File: config.mk
export PLATFORM = sky130hd
export DESIGN_NAME = or_logic_pipe
export DESIGN_NICKNAME = d
export VERILOG_FILES = /design/src/rtl/or_logic_pipe.sv
export SDC_FILE = /design/constraint.sdc
export NUM_CORES = 1
export LEC_CHECK = 0
export BUFFER_PORTS_ARGS = -buffer_cell sky130_fd_sc_hd__buf_2
export CAP_MARGIN = 5
export CORE_MARGIN = 2
export CORE_UTILIZATION = 55
export DETAILED_ROUTE_END_ITERATION = 7
export PLACE_DENSITY = 0.78
export SLEW_MARGIN = 20
export SYNTH_ARGS = -nofsm -noshare
export SYNTH_HDL_FRONTEND = slang
export SYNTH_SLANG_ARGS = --single-unit
File: constraint.sdc
create_clock -name clk -period 2 [get_ports clk]
set_clock_uncertainty 0.2 [all_clocks]
set_input_delay 0.3 -clock clk [delete_from_list [all_inputs] [get_ports clk]]
set_output_delay 0.3 -clock clk [all_outputs]
set_load 0.005 [all_outputs]
File: src/rtl/or_logic_pipe.sv
// or_logic_pipe
//
// Registered multi-lane bitwise logic stage. NIN operand lanes of WIDTH bits
// are combined with a selectable function (OR / NOR / AND / XOR), optionally
// OR-accumulated into a sticky accumulator, and the result is queued in a
// 2-entry output FIFO with valid/ready handshakes on both sides.
//
// Ports:
//   clk        in   1          rising-edge clock
//   rst_n      in   1          asynchronous active-low reset
//   in_valid   in   1          operand beat present
//   in_ready   out  1          stage can accept a beat this cycle
//   in_lanes   in   NIN*WIDTH  lane i = in_lanes[i*WIDTH +: WIDTH]
//   op         in   2          00 OR, 01 NOR, 10 AND, 11 XOR
//   acc_en     in   1          beat is OR-combined with the accumulator
//   acc_clr    in   1          clear accumulator (sideband)
//   out_valid  out  1          result available at FIFO head
//   out_ready  in   1          consumer takes the head this cycle
//   out_data   out  WIDTH      FIFO head (0 when empty)
//   out_any    out  1          reduction OR of out_data

module or_logic_pipe #(
    parameter int WIDTH = 8,
    parameter int NIN   = 2
) (
    input  logic                  clk,
    input  logic                  rst_n,
    input  logic                  in_valid,
    output logic                  in_ready,
    input  logic [NIN*WIDTH-1:0]  in_lanes,
    input  logic [1:0]            op,
    input  logic                  acc_en,
    input  logic                  acc_clr,
    output logic                  out_valid,
    input  logic                  out_ready,
    output logic [WIDTH-1:0]      out_data,
    output logic                  out_any
);

    localparam logic [1:0] OP_OR  = 2'b00;
    localparam logic [1:0] OP_NOR = 2'b01;
    localparam logic [1:0] OP_AND = 2'b10;
    localparam logic [1:0] OP_XOR = 2'b11;

    // FIFO state
    logic [WIDTH-1:0] r_mem [2];
    logic [1:0]       r_count;
    logic             r_wr_ptr;
    logic             r_rd_ptr;

    // accumulator
    logic [WIDTH-1:0] r_acc;

    // combinational datapath
    logic [WIDTH-1:0] w_or;
    logic [WIDTH-1:0] w_and;
    logic [WIDTH-1:0] w_xor;
    logic [WIDTH-1:0] w_f;
    logic [WIDTH-1:0] w_acc_base;
    logic [WIDTH-1:0] w_result;
    logic [WIDTH-1:0] w_acc_next;
    logic             w_push;
    logic             w_pop;

    // ------------------------------------------------------------------
    // Lane reduction
    // ------------------------------------------------------------------
    always_comb begin
        w_or  = '0;
        w_and = '1;
        w_xor = '0;
        for (int i = 0; i < NIN; i++) begin
            w_or  = w_or  | in_lanes[i*WIDTH +: WIDTH];
            w_and = w_and & in_lanes[i*WIDTH +: WIDTH];
            w_xor = w_xor ^ in_lanes[i*WIDTH +: WIDTH];
        end
    end

    always_comb begin
        w_f = w_or;
        unique case (op)
            OP_OR:   w_f = w_or;
            OP_NOR:  w_f = ~w_or;
            OP_AND:  w_f = w_and;
            OP_XOR:  w_f = w_xor;
            default: w_f = w_or;
        endcase
    end

    // ------------------------------------------------------------------
    // Handshakes
    // ------------------------------------------------------------------
    // Holding in_ready low while rst_n is low keeps upstream from seeing a
    // ready stage during reset, even though the count is already zero.
    assign in_ready  = (r_count != 2'd2) && rst_n;
    assign out_valid = (r_count != 2'd0);
    assign w_push    = in_valid && in_ready;
    assign w_pop     = out_valid && out_ready;

    // ------------------------------------------------------------------
    // Accumulate
    // ------------------------------------------------------------------
    // The clear takes effect before a same-cycle accumulate, so a beat with
    // acc_clr and acc_en both set starts a fresh accumulation from f.
    always_comb begin
        w_acc_base = acc_clr ? '0 : r_acc;
        w_result   = w_f;
        w_acc_next = w_acc_base;
        if (w_push && acc_en) begin
            w_result   = w_acc_base | w_f;
            w_acc_next = w_acc_base | w_f;
        end
    end

    always_ff @(posedge clk or negedge rst_n) begin
        if (!rst_n) begin
            r_acc <= '0;
        end else begin
            r_acc <= w_acc_next;
        end
    end

    // ------------------------------------------------------------------
    // Output FIFO
    // ------------------------------------------------------------------
    always_ff @(posedge clk or negedge rst_n) begin
        if (!rst_n) begin
            r_mem[0] <= '0;
            r_mem[1] <= '0;
            r_wr_ptr <= 1'b0;
            r_rd_ptr <= 1'b0;
            r_count  <= 2'd0;
        end else begin
            if (w_push) begin
                r_mem[r_wr_ptr] <= w_result;
                r_wr_ptr        <= ~r_wr_ptr;
            end
            if (w_pop) begin
                r_rd_ptr <= ~r_rd_ptr;
            end
            case ({w_push, w_pop})
                2'b10:   r_count <= r_count + 2'd1;
                2'b01:   r_count <= r_count - 2'd1;
                default: r_count <= r_count;
            endcase
        end
    end

    assign out_data = out_valid ? r_mem[r_rd_ptr] : '0;
    assign out_any  = |out_data;

endmodule
==> flow_summary.toml, run 1 <==
[cts]
cts_tree = "yes"
numCtsBuffers = 3
clkTransAtPathRegs_ns = 0.13
clockRootBuffer = "clkbuf_4"
cts.sinks = 28
htree_levels = 1
worstSkewPairLatency_ns = 0.31
clockBufferDepth = 2

[critical_path]
crit_required_ns = 1.50
start_kind = "flop"
endpoint_kind = "output port"
path_class = "flop to output port"
worst-r2r-cell-count = 5
arrival_ns = 1.60
r2r_start = "r_count[0]$_DFFE_PN0P_"
reg2reg_slack_ns = 0.30
cp_max_fo = 2
reg2reg_to = "r_mem[11]$_DFFE_PN0P_"

[final_layout]
finalInstanceArea_um2 = 2140
nets = 288
final_util = 0.647
diodes = 0
area_growth_pct = 14.2
layout-drive-gt1-share = 0.233
final_common_cell = "buf_2"
final_cell_mix = "buf_2, dfrtp_1, inv_1, nor2_1, nand2_1"

[sta]
slew-limit-headroom = 0.695
setup_slack_ns = -0.103
setup_viol_count_final = 1
finalMaxSlewViolations = 0
grt_setup_unrepaired = "yes"
post-route-min-period_ns = 2.10
worst_pin_slew_ns = 0.457
fin_crit_sh = 1.05
fmax_mhz = 476
hold_viol = 0

[logic_synthesis]
syn_nets = 248
ys_ff_latch = 28
synth_warnings = 0
syn_inst = 207
synth_area_um2 = 1880
synth.distinct_cells = 33
avgSynthCellArea_um2 = 9.06
synth-seq-area-share = 0.374

[power]
pwr-share-clk = 0.095
seq_power_share = 0.428
p_sw_uw = 852
p_int_uw = 1430
p_sw_frac = 0.373
powerDensity_nw_per_um2 = 1060
ir_drop_mv = 0.354
p_leak_uw = 0.00104
comb_power_share = 0.478

[floorplanning]
boundaryPins = 35
chipHeight_um = 62.4
start_util = 0.567
rows = 21
coreArea_um2 = 3310
fp.dieArea_um2 = 3890
die_w_um = 62.4

[global_routing]
grt_pass1_wl_mm = 5.91
grt_max_degree = 25
overflow = 0
grt_usage = 0.182
grt_pass1_vias = 1386
antenna_found_initial = 0

[min_path]
hold_path_depth = 2
worstHoldStart = "acc_clr"
whs_endpoint = "r_acc[6]$_DFF_PN0_"
hold_path.class = "input pin to flop"

[job]
cap_violations = 0

[place]
dpl_cell_area_um2 = 2050
dp_hpwl_mm = 2.71
pre_cts_slack_ns = 0.233
place_congestion = 0.759
numPortBuffers = 34

[drt]
firstDrtPassIters = 4
drcViolationCount = 0
wire_per_inst_um = 11.5
drt_iter0_drc = 29
viasPerCell = 5.18
postRouteAntennaNets = 0
vias = 1508
drt-total-wl_mm = 3.36

[status]
status = "finished with violations"
violations = "setup timing"
## state kept, by name, summed over array words and instances, names as in the netlist
register  flops
r_mem        16
r_count       2
r_rd_ptr      1
r_acc         8
r_wr_ptr      1
## power groups by stage
stage	Clock [uW]	Combinational [uW]	Sequential (uW)
CTS	223	1080	957
finish	216	1090	975
floorplan	0	744	928
global placement	0	998	964
detailed placement	0	1010	981
global route	252	1230	1000
## repair_timing
| item | 4_1_cts | 5_1_grt |
|---|---|---|
| endpoints found under the hold margin | 28 | 0 |
| gates cloned | 0 | 0 |
| endpoints found under the setup margin | 1 | 2 |
| pin swaps | 0 | 2 |
| hold buffers | 1 | 0 |
| gates resized for setup | 0 | 7 |
| setup buffers | 4 | 0 |
## stage by stage
stage	TNS (ns)	cells	hold WS [ns]	total power (uW)
global route	-0.187	291	0.0951	2480
floorplan	0	207	-0.196	1670
detailed placement	0	283	0.0937	1990
finish	-0.103	291	0.0844	2280
CTS	-0.108	291	0.0818	2260
global placement	0	283	0.0859	1960
## cell type report
type | count | area [um^2]
inverters | 25 | 93.8
flip-flops and latches | 28 | 701
clock buffers | 3 | 22.5
fillers | 312 | 1170
repair buffers | 45 | 259
well taps | 46 | 57.6
multi-input cells | 144 | 1010
## cells by family (layout without fill, tap and decap cells)
logic type / count (synthesis) / in the layout / share of synthesized area
multiplexers: 11 / 11 / 0.0587
XOR/XNOR: 5 / 5 / 0.0234
buffers and inverters: 35 / 73 / 0.102
AO/OA/AOI/OAI: 43 / 43 / 0.148
AND/OR/NAND/NOR: 68 / 68 / 0.181
flip-flops: 28 / 28 / 0.374
adder cells (fa/ha/maj): 17 / 17 / 0.113
## synthesized netlist by cell type (all sizes together)
cell type,number,area share
xnor2,3,0.014
and2,1,0.0040
buf,7,0.046
nand2b,11,0.041
nand3b,1,0.0040
nand2,19,0.038
ha,17,0.11
dfrtp,28,0.37
a31o,5,0.023
nand3,1,0.0027
and4,1,0.0047
clkbuf,3,0.0060
or4,2,0.0080
mux2i,11,0.059
nand4,1,0.0033
nor2b,2,0.0067
a21oi,6,0.016
o21ai,7,0.019
nor2,26,0.055
inv,25,0.050
xor2,2,0.0093
o22ai,9,0.030
a31oi,16,0.060
nor4,1,0.0033
and4b,1,0.0053
or4b,1,0.0053
## worst max path at each step
stage,start,to,slack (ns),cells past startpoint
after floorplan,r_mem[7]$_DFFE_PN0P_,out_any,0.40,3
final,r_mem[7]$_DFFE_PN0P_,out_any,-0.10,4
after detailed placement,r_mem[12]$_DFFE_PN0P_,out_any,0.23,4
after global placement,r_mem[7]$_DFFE_PN0P_,out_any,0.25,4
after global routing,r_mem[7]$_DFFE_PN0P_,out_any,-0.19,4
after CTS,r_mem[7]$_DFFE_PN0P_,out_any,-0.11,4
## worst max-delay path, cell delays in order, from the launching register on
cell and delay [ns]:
dfrtp_1 0.40, or4b_4 0.54, o22ai_4 0.16, a21oi_2 0.06
buf_2 0.12
## layer usage
metal | global-route usage | vias up | wire length, um
li1 | - | 783 | -
met1 | 0.248 | 682 | 1610
met2 | 0.315 | 38 | 1590
met3 | 0.0108 | 5 | 108
met4 | 0.0583 | 0 | 51
met5 | 0 | - | 0
No activity file was read; power rests on OpenSTA's default activity.
==> run 2, diff against run 1 <==
--- a/config.mk
+++ b/config.mk
@@ -7,10 +7,12 @@
 export LEC_CHECK = 0
 export BUFFER_PORTS_ARGS = -buffer_cell sky130_fd_sc_hd__buf_2
 export CAP_MARGIN = 5
+export CELL_PAD_IN_SITES_DETAIL_PLACEMENT = 0
+export CELL_PAD_IN_SITES_GLOBAL_PLACEMENT = 1
 export CORE_MARGIN = 2
-export CORE_UTILIZATION = 55
+export CORE_UTILIZATION = 45
 export DETAILED_ROUTE_END_ITERATION = 7
-export PLACE_DENSITY = 0.78
+export PLACE_DENSITY = 0.84
 export SLEW_MARGIN = 20
 export SYNTH_ARGS = -nofsm -noshare
 export SYNTH_HDL_FRONTEND = slang
==> constraint.sdc (replaced) <==
create_clock -name clk -period 2.43 [get_ports clk]
set_clock_uncertainty 0.2 [all_clocks]
set_input_delay 0.3645 -clock clk [delete_from_list [all_inputs] [get_ports clk]]
set_output_delay 0.3645 -clock clk [all_outputs]
set_load 0.005 [all_outputs]
==> flow_summary.toml, run 2 (synthesis results as in run 1) <==
[status]
status = "complete, no violations"

[cts]
cts.sinks = 28
clockBufferDepth = 2
htree_levels = 1
cts_setup_buffers = 0
clockRootBuffer = "clkbuf_8"
cts_tree = "yes"
clkTransAtPathRegs_ns = 0.09
numCtsBuffers = 3
worstSkewPairLatency_ns = 0.27

[sta]
finalMaxSlewViolations = 0
finalSetupTns_ns = 0
fin_crit_sh = 0.930
setup_viol_count_final = 0
hold_viol = 0
grt_setup_unrepaired = "no"
post-route-min-period_ns = 2.26
fmax_mhz = 442
slew-limit-headroom = 0.600
worst_pin_slew_ns = 0.601

[drt]
viasPerCell = 4.94
drt_iter0_drc = 27
postRouteAntennaNets = 0
drcViolationCount = 0
vias = 1429
wire_per_inst_um = 11.3
drt-total-wl_mm = 3.28
firstDrtPassIters = 4

[final_layout]
final_cell_mix = "buf_2, dfrtp_1, inv_1, nor2_1, nand2_1"
largest_reg_flops = 16
largest_register = "r_mem"
diodes = 0
nets = 281
area_growth_pct = 12.1
layout-drive-gt1-share = 0.197
final_cells = 289
reg_top3 = "r_mem: 16 flops, r_acc: 8 flops, r_count: 2 flops"
final_common_cell = "buf_2"

[critical_path]
r2r_start = "r_count[0]$_DFFE_PN0P_"
arrival_ns = 1.70
path_class = "input pin to output port"
crit_required_ns = 1.87
critPathLaunch = "rst_n"
cp_max_fo = 19
endpoint_kind = "output port"
start_kind = "input pin"

[global_routing]
grt_pass1_vias = 1188
overflow = 0
grt_max_degree = 25
grt_pass1_wl_mm = 5.42
antenna_found_initial = 0
grt_usage = 0.153

[place]
place_congestion = 0.710
dp_cells = 284
numPortBuffers = 34
dp_hpwl_mm = 2.58

[floorplanning]
fp.dieArea_um2 = 4700
die_w_um = 68.6
start_util = 0.469
chipHeight_um = 68.6
rows = 23
boundaryPins = 35
coreArea_um2 = 4000

[power]
p_leak_uw = 0.00102
powerDensity_nw_per_um2 = 898
ir_drop_mv = 0.338

[job]
cap_violations = 0

[min_path]
worstHoldStart = "acc_clr"
hold_path.class = "input pin to flop"
[run 2: worst paths after layout]
path / cells past startpoint / slack (ns) / endpoint
max in group asynchronous: 3 / 1.27 / r_mem[1]$_DFFE_PN0P_
setup / recovery: 5 / 0.17 / in_ready
hold / removal: 2 / 0.21 / r_acc[6]$_DFF_PN0_
min in group asynchronous: 2 / 0.31 / r_wr_ptr$_DFFE_PN0N_
setup reg to reg: 6 / 0.68 / r_count[1]$_DFFE_PN0P_
hold reg to reg: 2 / 0.33 / r_acc[2]$_DFF_PN0_
[run 2: where the power goes]
part / leakage (uW) / internal [uW] / switching, uW
clock network: 0.0000288 / 145 / 133
registers: 0.000331 / 648 / 150
logic: 0.000658 / 415 / 397
total: 0.00102 / 1210 / 679
[run 2: stage by stage]
step           total power [uW]  setup slack, ns   util  hold WS [ns]  area, um^2
3_5_place_dp               1630            0.557  0.508        0.0655        2030
2_1_floorplan              1380            0.767      -        -0.131        1880
5_1_grt                    2050           0.0730  0.525         0.220        2100
6_report                   1890            0.170  0.525         0.210        2100
4_1_cts                    1910           0.0567  0.525         0.201        2100
3_3_place_gp               1610            0.597  0.508        0.0578        2030
[run 2: layout make-up]
type                       instances  area (um^2)
clock buffer                       4         55.1
sequential                        28          701
multi-input combinational        144          983
inverter                          25         93.8
tap                               50         62.6
timing repair buffer              38          206
fill                             381         1900
[run 2: what timing repair did]
action / 4_1_cts / 5_1_grt
resized for setup: 0 / 1
endpoints found under the setup margin: 0 / 1
hold buffers: 1 / 0
hold endpoints to repair: 11 / 0
[run 2: worst max-delay path, stage by stage]
cell and delay [ns]:
dlygate4sd3_1 0.52, buf_2 0.30, buf_6 0.25, and2_2 0.16, buf_2 0.10
[run 2: layer usage]
metal	GRT usage	vias up	part of all wire
met5	0	-	0
met4	0.0600	0	0.013
met3	0.00974	4	0.032
met2	0.246	32	0.47
met1	0.214	627	0.49
li1	-	766	-
